File: config.mk
export PLATFORM = sky130hd
export DESIGN_NAME = tlb_op_ctrl_flat
export DESIGN_NICKNAME = d
export VERILOG_FILES = /design/src/rtl/tlb_op_ctrl_if.sv /design/src/rtl/tlb_op_ctrl.sv /design/src/flat_wrapper.sv
export SDC_FILE = /design/constraint.sdc
export NUM_CORES = 1
export LEC_CHECK = 0
export BUFFER_PORTS_ARGS = -buffer_cell sky130_fd_sc_hd__buf_2
export CAP_MARGIN = 20
export CORE_AREA = 2 2 193 195
export CTS_CLUSTER_SIZE = 20
export DETAILED_ROUTE_END_ITERATION = 8
export DIE_AREA = 0 0 195 197
export GPL_TIMING_DRIVEN = 0
export PLACE_DENSITY = 0.57
export SYNTH_ARGS = -nofsm -noshare
export SYNTH_HDL_FRONTEND = slang
export SYNTH_SLANG_ARGS = --single-unit
export TNS_END_PERCENT = 100
File: constraint.sdc
create_clock -name clk -period 1.7 [get_ports clk]
set_input_delay 0 -clock clk [delete_from_list [all_inputs] [get_ports clk]]
set_output_delay 0 -clock clk [all_outputs]
set_load 0.005 [all_outputs]
File: src/rtl/tlb_op_ctrl_if.sv
// Request/response handshake between the WB-stage TLB-instruction logic and tlb_op_ctrl.
// master = instruction/CSR side, slave = the controller.
interface tlb_op_ctrl_if #(
  parameter int IDXW = 4
);
  logic            req_valid;
  logic            req_ready;
  logic [2:0]      req_op;
  logic [4:0]      req_inv_op;
  logic [9:0]      req_inv_asid;
  logic [31:0]     req_inv_va;

  logic            resp_valid;
  logic            resp_ready;
  logic            resp_err;
  logic            resp_found;
  logic [IDXW-1:0] resp_idx;
  logic            resp_e;
  logic [5:0]      resp_ps;
  logic [18:0]     resp_vppn;
  logic [9:0]      resp_asid;
  logic [31:0]     resp_elo0;
  logic [31:0]     resp_elo1;

  modport master (
    output req_valid, req_op, req_inv_op, req_inv_asid, req_inv_va, resp_ready,
    input  req_ready, resp_valid, resp_err, resp_found, resp_idx, resp_e,
           resp_ps, resp_vppn, resp_asid, resp_elo0, resp_elo1
  );

  modport slave (
    input  req_valid, req_op, req_inv_op, req_inv_asid, req_inv_va, resp_ready,
    output req_ready, resp_valid, resp_err, resp_found, resp_idx, resp_e,
           resp_ps, resp_vppn, resp_asid, resp_elo0, resp_elo1
  );
endinterface

File: src/rtl/tlb_op_ctrl.sv
// Sequences TLBSRCH/TLBRD/TLBWR/TLBFILL/INVTLB against the TLB and returns CSR results.
//   state  | meaning
//   IDLE   | ready for an op; operands and CSRs latched on accept
//   SRCH   | drive port 1 with latched VPPN/ASID, capture hit/index
//   RD     | drive read index, capture entry into TLBELO layout
//   WR     | one-cycle write strobe (TLBWR index or FILL counter)
//   INV    | one-cycle invtlb strobe when op code is legal
//   RESP   | hold result until resp_ready
module tlb_op_ctrl #(
  parameter  int TLBNUM = 16,
  localparam int IDXW   = $clog2(TLBNUM)
) (
  input  logic            clk,
  input  logic            resetn,
  tlb_op_ctrl_if.slave    bus,
  input  logic [IDXW-1:0] csr_idx,
  input  logic [5:0]      csr_ps,
  input  logic            csr_ne,
  input  logic [18:0]     csr_vppn,
  input  logic [9:0]      csr_asid,
  input  logic [31:0]     csr_elo0,
  input  logic [31:0]     csr_elo1,
  input  logic            csr_tlbr,
  output logic [18:0]     tlb_s_vppn,
  output logic            tlb_s_va_bit12,
  output logic [9:0]      tlb_s_asid,
  input  logic            tlb_s_found,
  input  logic [IDXW-1:0] tlb_s_index,
  output logic [IDXW-1:0] tlb_r_index,
  input  logic [35:0]     tlb_r_hi,
  input  logic            tlb_r_g,
  input  logic [25:0]     tlb_r_lo0,
  input  logic [25:0]     tlb_r_lo1,
  output logic            tlb_we,
  output logic [IDXW-1:0] tlb_w_index,
  output logic [35:0]     tlb_w_hi,
  output logic            tlb_w_g,
  output logic [25:0]     tlb_w_lo0,
  output logic [25:0]     tlb_w_lo1,
  output logic            tlb_inv_valid,
  output logic [4:0]      tlb_inv_op
);

  typedef enum logic [2:0] {S_IDLE, S_SRCH, S_RD, S_WR, S_INV, S_RESP} state_t;

  localparam logic [2:0] OP_SRCH = 3'd0;
  localparam logic [2:0] OP_RD   = 3'd1;
  localparam logic [2:0] OP_WR   = 3'd2;
  localparam logic [2:0] OP_FILL = 3'd3;
  localparam logic [2:0] OP_INV  = 3'd4;

  state_t          state_q, state_d;
  logic            accept;
  logic            inv_legal;
  logic            w_e;

  logic [2:0]      op_q;
  logic [4:0]      inv_op_q;
  logic [9:0]      inv_asid_q;
  logic [19:0]     inv_va_q;
  logic [IDXW-1:0] idx_q, fill_q, fill_cnt;
  logic [5:0]      ps_q;
  logic            ne_q, tlbr_q, g_q;
  logic [18:0]     vppn_q;
  logic [9:0]      asid_q;
  logic [25:0]     lo0_q, lo1_q;

  logic            resp_err_q, resp_found_q, resp_e_q;
  logic [IDXW-1:0] resp_idx_q;
  logic [5:0]      resp_ps_q;
  logic [18:0]     resp_vppn_q;
  logic [9:0]      resp_asid_q;
  logic [31:0]     resp_elo0_q, resp_elo1_q;

  logic            unused_bits;

  // TLB lo word is {ppn, plv, mat, d, v}; CSR word has MAT above PLV and G at bit 6.
  function automatic logic [25:0] elo_to_lo(input logic [31:0] elo);
    return {elo[27:8], elo[3:2], elo[5:4], elo[1], elo[0]};
  endfunction

  function automatic logic [31:0] lo_to_elo(input logic [25:0] lo, input logic g);
    return {4'b0, lo[25:6], 1'b0, g, lo[3:2], lo[5:4], lo[1], lo[0]};
  endfunction

  assign accept      = (state_q == S_IDLE) && bus.req_valid;
  assign inv_legal   = (inv_op_q <= 5'd6);
  assign w_e         = tlbr_q ? 1'b1 : ~ne_q;
  assign unused_bits = ^{csr_elo0[31:28], csr_elo0[7], csr_elo1[31:28], csr_elo1[7],
                         bus.req_inv_va[11:0]};

  always_ff @(posedge clk or negedge resetn) begin
    if (!resetn) state_q <= S_IDLE;
    else         state_q <= state_d;
  end

  always_comb begin
    state_d        = state_q;
    tlb_s_vppn     = '0;
    tlb_s_va_bit12 = 1'b0;
    tlb_s_asid     = '0;
    tlb_r_index    = '0;
    tlb_we         = 1'b0;
    tlb_w_index    = '0;
    tlb_w_hi       = '0;
    tlb_w_g        = 1'b0;
    tlb_w_lo0      = '0;
    tlb_w_lo1      = '0;
    tlb_inv_valid  = 1'b0;
    tlb_inv_op     = '0;
    case (state_q)
      S_IDLE: begin
        if (bus.req_valid) begin
          case (bus.req_op)
            OP_SRCH:         state_d = S_SRCH;
            OP_RD:           state_d = S_RD;
            OP_WR, OP_FILL:  state_d = S_WR;
            OP_INV:          state_d = S_INV;
            default:         state_d = S_RESP;
          endcase
        end
      end
      S_SRCH: begin
        tlb_s_vppn = vppn_q;
        tlb_s_asid = asid_q;
        state_d    = S_RESP;
      end
      S_RD: begin
        tlb_r_index = idx_q;
        state_d     = S_RESP;
      end
      S_WR: begin
        tlb_we      = 1'b1;
        tlb_w_index = (op_q == OP_FILL) ? fill_q : idx_q;
        tlb_w_hi    = {w_e, vppn_q, ps_q, asid_q};
        tlb_w_g     = g_q;
        tlb_w_lo0   = lo0_q;
        tlb_w_lo1   = lo1_q;
        state_d     = S_RESP;
      end
      S_INV: begin
        if (inv_legal) begin
          tlb_inv_valid  = 1'b1;
          tlb_inv_op     = inv_op_q;
          tlb_s_asid     = inv_asid_q;
          tlb_s_vppn     = inv_va_q[19:1];
          tlb_s_va_bit12 = inv_va_q[0];
        end
        state_d = S_RESP;
      end
      S_RESP: begin
        if (bus.resp_ready) state_d = S_IDLE;
      end
      default: state_d = S_IDLE;
    endcase
  end

  always_ff @(posedge clk or negedge resetn) begin
    if (!resetn)                              fill_cnt <= '0;
    else if (fill_cnt == IDXW'(TLBNUM - 1))   fill_cnt <= '0;
    else                                      fill_cnt <= fill_cnt + 1'b1;
  end

  // Snapshot everything at accept so CSR writes during the op cannot leak in.
  always_ff @(posedge clk or negedge resetn) begin
    if (!resetn) begin
      op_q       <= '0;
      inv_op_q   <= '0;
      inv_asid_q <= '0;
      inv_va_q   <= '0;
      idx_q      <= '0;
      fill_q     <= '0;
      ps_q       <= '0;
      ne_q       <= 1'b0;
      tlbr_q     <= 1'b0;
      g_q        <= 1'b0;
      vppn_q     <= '0;
      asid_q     <= '0;
      lo0_q      <= '0;
      lo1_q      <= '0;
    end else if (accept) begin
      op_q       <= bus.req_op;
      inv_op_q   <= bus.req_inv_op;
      inv_asid_q <= bus.req_inv_asid;
      inv_va_q   <= bus.req_inv_va[31:12];
      idx_q      <= csr_idx;
      fill_q     <= fill_cnt;
      ps_q       <= csr_ps;
      ne_q       <= csr_ne;
      tlbr_q     <= csr_tlbr;
      g_q        <= csr_elo0[6] & csr_elo1[6];
      vppn_q     <= csr_vppn;
      asid_q     <= csr_asid;
      lo0_q      <= elo_to_lo(csr_elo0);
      lo1_q      <= elo_to_lo(csr_elo1);
    end
  end

  always_ff @(posedge clk or negedge resetn) begin
    if (!resetn) begin
      resp_err_q   <= 1'b0;
      resp_found_q <= 1'b0;
      resp_idx_q   <= '0;
      resp_e_q     <= 1'b0;
      resp_ps_q    <= '0;
      resp_vppn_q  <= '0;
      resp_asid_q  <= '0;
      resp_elo0_q  <= '0;
      resp_elo1_q  <= '0;
    end else begin
      case (state_q)
        S_IDLE: begin
          if (bus.req_valid) begin
            resp_err_q   <= (bus.req_op > OP_INV);
            resp_found_q <= 1'b0;
            resp_idx_q   <= '0;
            resp_e_q     <= 1'b0;
            resp_ps_q    <= '0;
            resp_vppn_q  <= '0;
            resp_asid_q  <= '0;
            resp_elo0_q  <= '0;
            resp_elo1_q  <= '0;
          end
        end
        S_SRCH: begin
          resp_found_q <= tlb_s_found;
          resp_idx_q   <= tlb_s_found ? tlb_s_index : '0;
        end
        S_RD: begin
          if (tlb_r_hi[35]) begin
            resp_e_q    <= 1'b1;
            resp_vppn_q <= tlb_r_hi[34:16];
            resp_ps_q   <= tlb_r_hi[15:10];
            resp_asid_q <= tlb_r_hi[9:0];
            resp_elo0_q <= lo_to_elo(tlb_r_lo0, tlb_r_g);
            resp_elo1_q <= lo_to_elo(tlb_r_lo1, tlb_r_g);
          end
        end
        S_INV: begin
          if (!inv_legal) resp_err_q <= 1'b1;
        end
        default: ;
      endcase
    end
  end

  assign bus.req_ready  = (state_q == S_IDLE);
  assign bus.resp_valid = (state_q == S_RESP);
  assign bus.resp_err   = resp_err_q;
  assign bus.resp_found = resp_found_q;
  assign bus.resp_idx   = resp_idx_q;
  assign bus.resp_e     = resp_e_q;
  assign bus.resp_ps    = resp_ps_q;
  assign bus.resp_vppn  = resp_vppn_q;
  assign bus.resp_asid  = resp_asid_q;
  assign bus.resp_elo0  = resp_elo0_q;
  assign bus.resp_elo1  = resp_elo1_q;

endmodule

File: src/flat_wrapper.sv
// flat-port wrapper written by rule: the top's interface ports become plain ports
module tlb_op_ctrl_flat 
#(
  parameter  int TLBNUM = 16,
  localparam int IDXW   = $clog2(TLBNUM)
)
  (clk, resetn, csr_idx, csr_ps, csr_ne, csr_vppn, csr_asid, csr_elo0, csr_elo1, csr_tlbr, tlb_s_vppn, tlb_s_va_bit12, tlb_s_asid, tlb_s_found, tlb_s_index, tlb_r_index, tlb_r_hi, tlb_r_g, tlb_r_lo0, tlb_r_lo1, tlb_we, tlb_w_index, tlb_w_hi, tlb_w_g, tlb_w_lo0, tlb_w_lo1, tlb_inv_valid, tlb_inv_op, bus_req_valid, bus_req_op, bus_req_inv_op, bus_req_inv_asid, bus_req_inv_va, bus_resp_ready, bus_req_ready, bus_resp_valid, bus_resp_err, bus_resp_found, bus_resp_idx, bus_resp_e, bus_resp_ps, bus_resp_vppn, bus_resp_asid, bus_resp_elo0, bus_resp_elo1);
  tlb_op_ctrl_if #(.IDXW(4)) bus_i ();
  input  logic clk;
  input  logic resetn;
  input  logic [IDXW-1:0] csr_idx;
  input  logic [5:0] csr_ps;
  input  logic csr_ne;
  input  logic [18:0] csr_vppn;
  input  logic [9:0] csr_asid;
  input  logic [31:0] csr_elo0;
  input  logic [31:0] csr_elo1;
  input  logic csr_tlbr;
  output logic [18:0] tlb_s_vppn;
  output logic tlb_s_va_bit12;
  output logic [9:0] tlb_s_asid;
  input  logic tlb_s_found;
  input  logic [IDXW-1:0] tlb_s_index;
  output logic [IDXW-1:0] tlb_r_index;
  input  logic [35:0] tlb_r_hi;
  input  logic tlb_r_g;
  input  logic [25:0] tlb_r_lo0;
  input  logic [25:0] tlb_r_lo1;
  output logic tlb_we;
  output logic [IDXW-1:0] tlb_w_index;
  output logic [35:0] tlb_w_hi;
  output logic tlb_w_g;
  output logic [25:0] tlb_w_lo0;
  output logic [25:0] tlb_w_lo1;
  output logic tlb_inv_valid;
  output logic [4:0] tlb_inv_op;
  input wire logic [$bits(bus_i.req_valid)-1:0] bus_req_valid;
  input wire logic [$bits(bus_i.req_op)-1:0] bus_req_op;
  input wire logic [$bits(bus_i.req_inv_op)-1:0] bus_req_inv_op;
  input wire logic [$bits(bus_i.req_inv_asid)-1:0] bus_req_inv_asid;
  input wire logic [$bits(bus_i.req_inv_va)-1:0] bus_req_inv_va;
  input wire logic [$bits(bus_i.resp_ready)-1:0] bus_resp_ready;
  output wire logic [$bits(bus_i.req_ready)-1:0] bus_req_ready;
  output wire logic [$bits(bus_i.resp_valid)-1:0] bus_resp_valid;
  output wire logic [$bits(bus_i.resp_err)-1:0] bus_resp_err;
  output wire logic [$bits(bus_i.resp_found)-1:0] bus_resp_found;
  output wire logic [$bits(bus_i.resp_idx)-1:0] bus_resp_idx;
  output wire logic [$bits(bus_i.resp_e)-1:0] bus_resp_e;
  output wire logic [$bits(bus_i.resp_ps)-1:0] bus_resp_ps;
  output wire logic [$bits(bus_i.resp_vppn)-1:0] bus_resp_vppn;
  output wire logic [$bits(bus_i.resp_asid)-1:0] bus_resp_asid;
  output wire logic [$bits(bus_i.resp_elo0)-1:0] bus_resp_elo0;
  output wire logic [$bits(bus_i.resp_elo1)-1:0] bus_resp_elo1;
  assign bus_i.req_valid = bus_req_valid;
  assign bus_i.req_op = bus_req_op;
  assign bus_i.req_inv_op = bus_req_inv_op;
  assign bus_i.req_inv_asid = bus_req_inv_asid;
  assign bus_i.req_inv_va = bus_req_inv_va;
  assign bus_i.resp_ready = bus_resp_ready;
  assign bus_req_ready = bus_i.req_ready;
  assign bus_resp_valid = bus_i.resp_valid;
  assign bus_resp_err = bus_i.resp_err;
  assign bus_resp_found = bus_i.resp_found;
  assign bus_resp_idx = bus_i.resp_idx;
  assign bus_resp_e = bus_i.resp_e;
  assign bus_resp_ps = bus_i.resp_ps;
  assign bus_resp_vppn = bus_i.resp_vppn;
  assign bus_resp_asid = bus_i.resp_asid;
  assign bus_resp_elo0 = bus_i.resp_elo0;
  assign bus_resp_elo1 = bus_i.resp_elo1;
  tlb_op_ctrl #(.TLBNUM(TLBNUM)) u_core (.clk(clk), .resetn(resetn), .bus(bus_i), .csr_idx(csr_idx), .csr_ps(csr_ps), .csr_ne(csr_ne), .csr_vppn(csr_vppn), .csr_asid(csr_asid), .csr_elo0(csr_elo0), .csr_elo1(csr_elo1), .csr_tlbr(csr_tlbr), .tlb_s_vppn(tlb_s_vppn), .tlb_s_va_bit12(tlb_s_va_bit12), .tlb_s_asid(tlb_s_asid), .tlb_s_found(tlb_s_found), .tlb_s_index(tlb_s_index), .tlb_r_index(tlb_r_index), .tlb_r_hi(tlb_r_hi), .tlb_r_g(tlb_r_g), .tlb_r_lo0(tlb_r_lo0), .tlb_r_lo1(tlb_r_lo1), .tlb_we(tlb_we), .tlb_w_index(tlb_w_index), .tlb_w_hi(tlb_w_hi), .tlb_w_g(tlb_w_g), .tlb_w_lo0(tlb_w_lo0), .tlb_w_lo1(tlb_w_lo1), .tlb_inv_valid(tlb_inv_valid), .tlb_inv_op(tlb_inv_op));
endmodule
# Word level (Yosys, flattened, before mapping)
# Cells that the tools add are included.
# totals
output_inout_bits	242
regBits	249
in_bits	253
# classes
n_mux	48
n_lt_le_gt_ge	2
bitwise_logic	2
eq_ne	15
n_addsub	1
reduce_logical	12
# ops
operator	n
$pmux 32 s2	2
$mux 32	3
$pmux 19 s2	2
$mux 19	3
$mux 26	2
$pmux 10 s2	2
$mux 36	1
$mux 10	3
$mux 4	6
$eq 3x2->1 const B	5
$mux 6	2
$pmux 3 s4	1
$pmux 6 s2	1
$mux 1	11
$mux 5	2
$eq 3x3->1 const B	3
$pmux 3 s3	1
$ne 2x2->1 const B	4
$pmux 4 s2	1
$eq 3x1->1 const B	2
$logic_not 3->1	2
$mux 3	2
$pmux 1 s2	3
$reduce_and 3->1	2
other kinds (11)	14

# Longest topological paths before layout
# logic_depth
depth_word	5
ltp_mapped	8
ltp_nobuf	4

# Worst setup path after synthesis
# OpenSTA, ideal clock, no wires.
# synth_path
kind	reg-to-reg
from	register u_core.state_q[2]
to	register u_core.vppn_q[10]
t_arrival_ns	1.508
path_buffers	4
slack_ns	0.075
period_less_slack_ns	1.625
path_stages_with_launch	8
cell_sequence	dfrtp_1 buf_6 or4b_1 buf_2 buf_6 buf_6 nand2_1 nand2_1
# synth_via
elab_chain_cells	2
# synth_lines
element	line_no	rtl
start, declared	tlb_op_ctrl.sv:52	state_t state_q, state_d;
start signal, assigned	tlb_op_ctrl.sv:94	else state_q <= state_d;
$logic_not 3->1	tlb_op_ctrl.sv:86	assign accept = (state_q == S_IDLE) && bus.req_valid;
$logic_and 1x1->1	tlb_op_ctrl.sv:86	
end signal, assigned	tlb_op_ctrl.sv:192	vppn_q <= csr_vppn;
end, declared	tlb_op_ctrl.sv:64	logic [18:0] vppn_q;
# Every way passes these cells.
# A chain may end at the register's enable or synchronous reset.

# Worst setup path in the final report
# layout_path
from	register u_core.inv_op_q[3]
to	output tlb_s_asid[6]
# layout_via
elab_chain_cells	3
# layout_lines
element	line_no	rtl
start, declared	tlb_op_ctrl.sv:58	logic [4:0] inv_op_q;
start signal, assigned	tlb_op_ctrl.sv:183	inv_op_q <= bus.req_inv_op;
$le 5x3->1	tlb_op_ctrl.sv:87	assign inv_legal = (inv_op_q <= 5'd6);
$mux 10	tlb_op_ctrl.sv:142	if (inv_legal) begin
$pmux 10 s2	tlb_op_ctrl.sv:111	case (state_q)
end, declared	flat_wrapper.sv:21	output logic [9:0] tlb_s_asid;
# Every way passes these cells.

==> impl_metrics.ini <==
[status]
outcome = finished, violations left
violations = setup timing

[clock_tree]
clk_pin_slew_worst_paths_ns = 0.06
h-tree-depth = 1
clkLatencyLatePin_ns = 0.56
cts.sinks = 238
root_buffer = clkbuf_16
numCtsBuffers = 28
cts_tree = built
cts_buffer_depth = 3

[sta]
rsz0062_at_grt = true
setup_ws_ns = -0.557
fmax_mhz = 443
max_slew_margin_pct = 37.1
finalMaxSlewViolations = 0
hold_violations = 0
holdWs_ns = 0.0196
fin_skew_ns = 0.0244
period_minus_slack_ns = 2.26
fin_crit_sh_pct = 133
finalSetupViolCount = 358
worstMarginPinSlew_ns = 0.940

[floorplan]
die_h_um = 197
start_util_pct = 27.6
core_area_um2 = 36300
die_w_um = 195
fp-row-count = 70
io_pins = 495
dieArea_um2 = 38400

[finish]
final_cell_mix = 367 x buf_2, 237 x dfrtp_1, 231 x dlygate4sd3_1
fin_area_um2 = 19700
num-fill-cells = 2991
register_area_um2 = 5960
multiInputGateArea_um2 = 4560
syn2layout_area_growth_pct = 97.0
diodes = 0
fin_nets = 2056
utilization_pct = 54.3
layout_commonest_cell = buf_2
drive_above_1_share_pct = 51.9

[yosys]
synth_area_um2 = 9990
synth_cells = 993
ys_ff_latch = 238
synth_area_per_cell_um2 = 10.1
synth_top_area_share_pct = 59.6
synth.distinct_cells = 38
synth-main-ff-cell = dfrtp_1
async_flop_share_pct = 100
yosysTopAreaCell = dfrtp_1
ys_seq_area_share_pct = 59.6
yosys_warnings = 0
ys_top_cells_by_area = dfrtp_1 60%, nand2_1 15%, a22o_1 10%, and2_1 5.8%, buf_6 1.6%
synth-edff-count = 0

[power_and_ir_drop]
power.total_w = 0.0230
power_density_nw_per_um2 = 1170
p_leak_nw = 10.2
vdd_drop_max_v = 0.000876

[placement]
post-dp-hpwl_um = 26000
port_buffers = 460
gp_congestion = 0.835
post_dp_cell_area_um2 = 13000
preCtsSetupSlack_ns = -0.821

[detailed_routing]
post_drt_wl_per_cell_um = 19.3
drtAntennaViolNets = 0
drtPass1Iterations = 6
first_iter_violations = 450
drc_errors = 0
routed_wl_um = 44200
num_vias = 10728
routed_via_density = 4.68

[setup_path]
crit_arrival_ns = 2.26
reg2reg_depth = 9
crit_fanout = 10
worstSetupPathType = reg2out
crit_required_ns = 1.70
cp-end-kind = output pin
start_kind = flip-flop

[global_routing]
grt.total_usage_pct = 21.2
grt.overflow.total = 0
antenna_found_initial = 1
grt_max_degree = 100
grt_pass1_vias = 11183
grt_pass1_wl_um = 63600

[flow_run]
drv_cap = 0

[worst_hold_path]
hold_path.class = in2async
==> critical path: stages, from the launching register on <==
cell and delay [ns]:
dfrtp_1 0.41, a311oi_2 0.35, nor4bb_2 0.27, buf_4 0.21, buf_8 0.15, a22o_1 0.16, buf_2 0.14
==> Yosys cell counts, types with 6 or more instances <==
master      n
a22o_1    118
buf_2      26
clkbuf_1   23
o21ai_0     6
nand2_1   406
buf_4      15
and2_1     92
nor2_1      7
buf_6      14
dfrtp_1   238
==> state kept, by name, indices dropped and copies added, names as in the netlist, 5 cells and up <==
signal,count
u_core.inv_asid_q,10
u_core.inv_va_q,20
u_core.inv_op_q,5
u_core.vppn_q,19
u_core.bus.resp_ps,6
u_core.bus.resp_elo1,26
u_core.bus.resp_elo0,27
u_core.lo0_q,26
u_core.lo1_q,26
u_core.ps_q,6
u_core.asid_q,10
u_core.bus.resp_vppn,19
u_core.bus.resp_asid,10
==> metrics by stage <==
| stage | setup TNS (ns) | std cells |
|---|---|---|
| after floorplan | 0 | 1004 |
| after global routing | -114.08 | 2290 |
| after global placement | -1061.22 | 1932 |
| after CTS | -103.30 | 2282 |
| final | -90.84 | 2290 |
| after detailed placement | -162.36 | 1934 |
==> timing repair <==
action	in CTS	in global routing
endpoints found under the setup margin	365	365
endpoints found under the hold margin	467	30
pin swaps	294	56
cloned	30	6
buffers inserted	40	21
resized for setup	402	266
hold buffers	230	2
==> cells by family (layout without fill, tap and decap cells) <==
| group | after synthesis | count (layout) | share of synthesized area (%) |
|---|---|---|---|
| and+or+nand+nor | 526 | 526 | 23.0 |
| DFF | 238 | 238 | 59.6 |
| AOI/OAI and AO/OA | 135 | 135 | 11.5 |
| buffers and inverters | 86 | 904 | 5.18 |
| muxes | 4 | 4 | 0.401 |
| xor gates and xnor gates | 2 | 2 | 0.175 |
| adders and majority gates | 1 | 1 | 0.125 |
| other | 1 | 12 | 0.0375 |
==> routing by layer <==
| metal | vias up | track usage [%] | routed length [um] |
|---|---|---|---|
| met1 | 5254 | 25.7 | 17400 |
| met2 | 495 | 36.8 | 22100 |
| li1 | 4860 | - | - |
| met4 | 2 | 9.36 | 2040 |
| met3 | 117 | 3.95 | 2690 |
| met5 | - | 0 | 13 |
==> power breakdown <==
part | switching (W) | internal [W]
clock network | 0.00247 | 0.00398
registers | 0.00158 | 0.00739
logic | 0.00346 | 0.00410
total | 0.00751 | 0.0155
==> final timing paths <==
path / start / endpoint / slack (ns)
worst max-delay path: u_core.inv_op_q[3] / tlb_s_asid[6] / -0.56
worst min-delay path: resetn / u_core.inv_va_q[5] / 0.02
worst max register to register: u_core.state_q[0] / u_core.lo0_q[22] / -0.33
worst min register to register: u_core.lo1_q[5] / u_core.lo1_q[5] / 0.48
max in group asynchronous: resetn / u_core.bus.resp_ps[4] / 0.34
min in group clk: csr_ps[1] / u_core.ps_q[1] / 0.17
==> area by class of cell <==
class                   instances  share of cell area (%)
clock buffers                  43                    4.46
clock inverters                 7                   0.572
plain buffers                  74                    4.81
well taps                     468                    2.97
repair inverters                1                  0.0572
repair buffers                776                    33.6
multi-input cells             680                    23.2
inverters                       3                  0.0953
flip-flops and latches        238                    30.3
No activity file was read; power rests on OpenSTA's default activity.
